===== src/rtl/bound_flasher_gen_if.sv =====
`default_nettype none
// ============================================================================
// Module  : bound_flasher_gen_if
// Purpose : Control/status bundle of the bound flasher (hold only with FLASHER_HOLD_EN)
// Rev     : 1.0
// ============================================================================
interface bound_flasher_gen_if #(
    parameter int N_LED   = 16,
    parameter int N_PHASE = 6,
    parameter int LW      = $clog2(N_LED + 1),
    parameter int PW      = $clog2(N_PHASE)
);
    logic                    flick;
    logic [N_PHASE*LW-1:0]   phase_bound;
    logic [N_LED:0]          kick_mask;
`ifdef FLASHER_HOLD_EN
    logic                    hold;
`endif
    logic [N_LED-1:0]        led;
    logic [1:0]              state;
    logic [PW-1:0]           phase;
    logic                    done;

    modport master (
`ifdef FLASHER_HOLD_EN
        output hold,
`endif
        output flick, phase_bound, kick_mask,
        input  led, state, phase, done
    );

    modport slave (
`ifdef FLASHER_HOLD_EN
        input  hold,
`endif
        input  flick, phase_bound, kick_mask,
        output led, state, phase, done
    );
endinterface
`default_nettype wire


===== src/rtl/bound_flasher_gen.sv =====
`default_nettype none
// ============================================================================
// Module  : bound_flasher_gen
// Purpose : N_LED thermometer flasher, programmable climb/descend phases with
//           kick-back on flick edges. Optional freeze input via FLASHER_HOLD_EN.
// Rev     : 1.0
// ============================================================================
module bound_flasher_gen #(
    parameter int N_LED   = 16,
    parameter int N_PHASE = 6,
    parameter int LW      = $clog2(N_LED + 1),
    parameter int PW      = $clog2(N_PHASE)
) (
    input  wire logic           clk,
    input  wire logic           reset,
    bound_flasher_gen_if.slave  io_bus
);
    typedef enum logic [1:0] {
        S_IDLE = 2'b00,
        S_UP   = 2'b01,
        S_DOWN = 2'b10,
        S_BAD  = 2'b11
    } state_t;

    localparam logic [LW-1:0] C_LVL_MAX  = LW'(N_LED);
    localparam logic [PW-1:0] C_LAST_PH  = PW'(N_PHASE - 1);

    state_t          r_state;
    logic [PW-1:0]   r_phase;
    logic [LW-1:0]   r_level;
    logic            r_done;
    logic            r_flick_q;

    logic [LW-1:0]   w_bounds [N_PHASE];
    logic [LW-1:0]   w_bound;
    logic [LW-1:0]   w_lvl_inc;
    logic [LW-1:0]   w_lvl_dec;
    logic            w_flick_rise;
    logic            w_kick;
    logic            w_hold;

    // Out-of-range bounds clamp to the full bar
    for (genvar p = 0; p < N_PHASE; p++) begin : g_bound
        assign w_bounds[p] = (io_bus.phase_bound[p*LW +: LW] > C_LVL_MAX) ?
                             C_LVL_MAX : io_bus.phase_bound[p*LW +: LW];
    end

    assign w_bound      = w_bounds[r_phase];
    assign w_lvl_inc    = (r_level == C_LVL_MAX) ? r_level : r_level + LW'(1);
    assign w_lvl_dec    = (r_level == '0) ? r_level : r_level - LW'(1);
    assign w_flick_rise = io_bus.flick & ~r_flick_q;
    assign w_kick       = w_flick_rise & io_bus.kick_mask[r_level];

`ifdef FLASHER_HOLD_EN
    assign w_hold = io_bus.hold;
`else
    assign w_hold = 1'b0;
`endif

    always_ff @(posedge clk or negedge reset) begin
        if (!reset) begin
            r_state   <= S_IDLE;
            r_phase   <= '0;
            r_level   <= '0;
            r_done    <= 1'b0;
            r_flick_q <= 1'b0;
        end else begin
            // Edge history keeps tracking during hold so a held-over edge is not replayed
            r_flick_q <= io_bus.flick;
            r_done    <= 1'b0;
            if (!w_hold) begin
                case (r_state)
                    S_IDLE: begin
                        if (io_bus.flick) begin
                            r_state <= S_UP;
                            r_phase <= '0;
                            r_level <= LW'(1);
                        end
                    end
                    S_UP: begin
                        if (r_level < w_bound) begin
                            r_level <= w_lvl_inc;
                        end else begin
                            r_state <= S_DOWN;
                            r_phase <= r_phase + PW'(1);
                        end
                    end
                    S_DOWN: begin
                        if (w_kick) begin
                            r_state <= S_UP;
                            r_phase <= r_phase - PW'(1);
                            r_level <= w_lvl_inc;
                        end else if (r_level > w_bound) begin
                            r_level <= w_lvl_dec;
                        end else if (r_phase == C_LAST_PH) begin
                            r_state <= S_IDLE;
                            r_phase <= '0;
                            r_level <= '0;
                            r_done  <= 1'b1;
                        end else begin
                            r_state <= S_UP;
                            r_phase <= r_phase + PW'(1);
                        end
                    end
                    default: begin
                        r_state <= S_IDLE;
                        r_phase <= '0;
                        r_level <= '0;
                    end
                endcase
            end
        end
    end

    for (genvar i = 0; i < N_LED; i++) begin : g_led
        assign io_bus.led[i] = (r_level > LW'(i));
    end

    assign io_bus.state = r_state;
    assign io_bus.phase = r_phase;
    assign io_bus.done  = r_done;
endmodule
`default_nettype wire


===== src/flat_wrapper.sv =====
// flat-port wrapper written by rule: the top's interface ports become plain ports
module bound_flasher_gen_flat 
#(
    parameter int N_LED   = 16,
    parameter int N_PHASE = 6,
    parameter int LW      = $clog2(N_LED + 1),
    parameter int PW      = $clog2(N_PHASE)
)
  (clk, reset, io_bus_flick, io_bus_phase_bound, io_bus_kick_mask, io_bus_led, io_bus_state, io_bus_phase, io_bus_done);
  bound_flasher_gen_if #(.N_LED(N_LED), .N_PHASE(N_PHASE), .LW(LW), .PW(PW)) io_bus_i ();
  input  wire logic clk;
  input  wire logic reset;
  input wire logic [$bits(io_bus_i.flick)-1:0] io_bus_flick;
  input wire logic [$bits(io_bus_i.phase_bound)-1:0] io_bus_phase_bound;
  input wire logic [$bits(io_bus_i.kick_mask)-1:0] io_bus_kick_mask;
  output wire logic [$bits(io_bus_i.led)-1:0] io_bus_led;
  output wire logic [$bits(io_bus_i.state)-1:0] io_bus_state;
  output wire logic [$bits(io_bus_i.phase)-1:0] io_bus_phase;
  output wire logic [$bits(io_bus_i.done)-1:0] io_bus_done;
  assign io_bus_i.flick = io_bus_flick;
  assign io_bus_i.phase_bound = io_bus_phase_bound;
  assign io_bus_i.kick_mask = io_bus_kick_mask;
  assign io_bus_led = io_bus_i.led;
  assign io_bus_state = io_bus_i.state;
  assign io_bus_phase = io_bus_i.phase;
  assign io_bus_done = io_bus_i.done;
  bound_flasher_gen #(.N_LED(N_LED), .N_PHASE(N_PHASE), .LW(LW), .PW(PW)) u_core (.clk(clk), .reset(reset), .io_bus(io_bus_i));
endmodule

===== config.mk =====
export PLATFORM = sky130hd
export DESIGN_NAME = bound_flasher_gen_flat
export DESIGN_NICKNAME = d
export VERILOG_FILES = /design/src/rtl/bound_flasher_gen_if.sv /design/src/rtl/bound_flasher_gen.sv /design/src/flat_wrapper.sv
export SDC_FILE = /design/constraint.sdc
export NUM_CORES = 1
export LEC_CHECK = 0
export CORE_ASPECT_RATIO = 1.2
export CORE_MARGIN = 4
export CORE_UTILIZATION = 44
export DETAILED_ROUTE_END_ITERATION = 6
export PLACE_DENSITY = 0.82
export SETUP_SLACK_MARGIN = 0.1
export SLEW_MARGIN = 20
export SYNTH_ARGS = -nofsm -noshare
export SYNTH_HDL_FRONTEND = slang
export SYNTH_SLANG_ARGS = --single-unit

===== constraint.sdc =====
create_clock -name clk -period 3.8 [get_ports clk]
set_clock_uncertainty 0.1 [all_clocks]
set_input_delay 0.38 -clock clk [delete_from_list [all_inputs] [get_ports clk]]
set_output_delay 0.38 -clock clk [all_outputs]
set_load 0.005 [all_outputs]

==> results of run 1 <==
cell families after synthesis:
family | synth area share, %
compound gates | 29.51
xor+xnor | 1.935
fa+ha+maj | 11.75
buf+inv | 8.570
flops | 16.59
mux | 8.777
simple gates | 22.88
layout make-up:
class	count	area share [%]
well taps	54	2.604
clock buffers	3	1.591
flip-flops and latches	12	11.57
inverters	22	3.182
repair buffers	76	28.83
multi-input cells	188	52.22
layout by cell type (no fill, tap or decap), types with 4 or more instances in the layout:
cell,n
o21ai_1,4
nand3_1,4
nor3_1,5
buf_4,5
nand2_1,33
inv_1,21
a22oi_1,5
ha_1,17
mux2i_1,8
a21oi_1,9
o21ai_0,22
o32a_1,7
clkdlybuf4s50_1,71
nor2b_1,5
nor3b_1,4
nor2_1,12
dfrtp_1,12
flip-flops by register name, indices dropped and copies added, names as in the netlist:
signal and count:
u_core.io_bus.done 1, u_core.io_bus.phase 3, u_core.io_bus.state 2, u_core.r_flick_q 1, u_core.r_level 5
through the flow:
stage / area [µm²] / util [%] / setup slack [ns] / cells / power (mW)
3_3_place_gp: 2554 / 64.79 / 0.3074 / 352 / 1.245
6_report: 2595 / 65.84 / 0.3356 / 355 / 1.385
2_1_floorplan: 1810 / - / 0.4704 / 237 / 0.8940
3_5_place_dp: 2554 / 64.79 / 0.1877 / 352 / 1.263
5_1_grt: 2595 / 65.84 / 0.1726 / 355 / 1.513
4_1_cts: 2595 / 65.84 / 0.3975 / 355 / 1.386
per-layer routing:
| metal | wire [µm] | global-route usage, % |
|---|---|---|
| met1 | 2199 | 26.80 |
| met2 | 2866 | 37.50 |
| met3 | 255 | 2.289 |
| met4 | 35 | 4.065 |
| met5 | 0 | 0 |
power breakdown:
| group | total [mW] | switching, mW | leakage [nW] | internal, mW |
|---|---|---|---|---|
| Sequential | 0.244 | 0.0849 | 0.159 | 0.159 |
| Clock | 0.117 | 0.0472 | 0.0216 | 0.0699 |
| Combinational | 1.02 | 0.509 | 0.889 | 0.514 |
| Total | 1.38 | 0.641 | 1.07 | 0.743 |
how the worst min path moves through the flow:
stage,endpoint,slack (ns),cells past startpoint
finish,u_core.io_bus.state[1],0.40,1
global route,u_core.io_bus.state[1],0.44,1
CTS,u_core.io_bus.state[1],0.43,1
detailed placement,u_core.io_bus.state[0],0.47,2
global placement,u_core.io_bus.state[0],0.48,2
floorplan,u_core.io_bus.done,-0.02,0
worst max-delay path, cell delays in order (launching register included):
cell	delay [ns]
dfrtp_1	0.42
buf_4	0.20
o32a_1	0.35
o21ai_0	0.16
o21ai_0	0.16
ha_1	0.33
and4_1	0.23
a221oi_2	0.08
a21oi_1	0.38
nand2_1	0.28
o221ai_1	0.24
a22oi_1	0.09
o41ai_1	0.32
==> flow_metrics.tcl, run 1 <==
set metrics [dict create \
    globalRoute.totalOverflow 0 \
    dr_vias_cell 5.594 \
    initial_utilization_pct 45.94 \
    final.period_utilization_pct 91.17 \
    report.final.slew_viol_count 0 \
    slew_headroom_pct 56.99 \
    power_density_nw_per_um2 533.6 \
    max_slew.worst_pin.slew_ns 0.6451 \
    num_io_pins 72 \
    postSynth.asyncResetShare_pct 100.0 \
    max_clock_freq_mhz 288.7 \
    worst_setup_path_end_kind "register" \
    dr.pass1.iters 4 \
    insertedDiodeCount 0 \
    postCtsSetupBuffers 0 \
    critPathRequiredTime_ns 3.83 \
    setup-violations-final 0 \
    detailedPlacementHpwl_um 4319 \
    worst_vdd_drop_v 0.0003609 \
    clock_path_buffers 2 \
    finalHoldViolCount 0 \
    area_of_the_core_um2 3941 \
    die_x_um 66.56 \
    synth_top_cells_by_count "nand2_1 (33), o21ai_0 (22), inv_1 (21)" \
    clock_network_latency_to_the_later_pin_of_the_worst_skew_pair_ns 0.24 \
    setup_slack_of_the_worst_register_to_register_path_ns 0.34 \
    grt_start_max_net_pins 17 \
    final_antenna_net_count 0 \
    drt_iter0_drc 105 \
    synth-edff-count 0 \
    synth_fp_nets 304 \
    rr_endpoint "u_core.r_level[2]" \
    synthesized_area_per_cell_um2 7.639 \
    synth_top_cell_by_area "dfrtp_1" \
    grt_usage_pct 20.97 \
    synth_seq_area_share_pct 16.59 \
    power.leakage_nw 1.070 \
    tritoncts_num_sinks 12 \
    rsz0062_at_grt "false" \
    tritoncts "yes" \
    areaGrowthSynthToFinish_pct 43.33 \
    worst_r2r_startpoint "u_core.io_bus.phase[0]" \
    synthTopCellsByArea "dfrtp_1 (17%), ha_1 (12%), nand2_1 (6.8%)" \
    postRouteWirelength_um 5355 \
    outcome "finished, final reports clean" \
    ff2ff_path_depth 12 \
    core.rowCount 25 \
    synth.most_common_cell "nand2_1" \
    mappedNetlistArea_um2 1810 \
    fin_tns_setup_ns 0 \
    drt-wirelength-per-cell_um 15.08 \
    drc 0 \
    layout-drive-gt1-share_pct 6.645 \
    synth_flop_cell "dfrtp_1" \
    yosysTopAreaCellShare_pct 16.59 \
    setup.worst_path.start_class "register" \
    critical_path_peak_fanout 14 \
    worstSetupPathType "reg -> reg" \
    cts-resized-gates 0 \
    critical_path.startpoint "u_core.io_bus.phase[0]" \
    yosysUniqueCellTypes 54 \
    htree_num_levels 1 \
    whs_ns 0.4027 \
    ff_latch_area_um2 300.3 \
    die_area_um2 5209 \
    crit_path_end "u_core.r_level[2]" \
    timing.max_cap.violations 0 \
    cts_root_buf "clkbuf_8" \
    cts-hold-fix-buffers 0 \
    grt_pass1_vias 1910 \
    clock_edge_transition_at_the_registers_on_the_reported_setup_and_hold_paths_ns 0.05 \
    fin_nets 370 \
    dr_total_vias 1986 \
    grt_first_pass_wirelength_um 8728 \
    ys_seq_elements 12 \
    layout.filler_cells 347 \
    post_synth_inst_count 237 \
    gpl.final_weighted_congestion 0.8348 \
    critical_path_arrival_ns 3.50 \
    multi_input_comb_area_um2 1355 \
    number_of_warning_messages_in_the_yosys_log 0 \
    placement.io_buffers 71 \
    cts_made_buffers 3 \
    finalCriticalPeriod_ns 3.464 \
    initial_antenna_violation_count 0 \
    worstHoldPathType "in -> async" \
    die_h_um 78.27 \
]
Power figures use the tool's default switching activity.
==> run 2: changes to the inputs <==
TNS_END_PERCENT = 10   (was default)
==> results of run 2 <==
Same layout as run 1: the final DEF is identical, and so are final timing and power.
==> run 3: changes to the inputs <==
GPL_ROUTABILITY_DRIVEN = 0   (was default)
==> results of run 3 <==
Same layout as run 1: the final DEF is identical, and so are final timing and power.
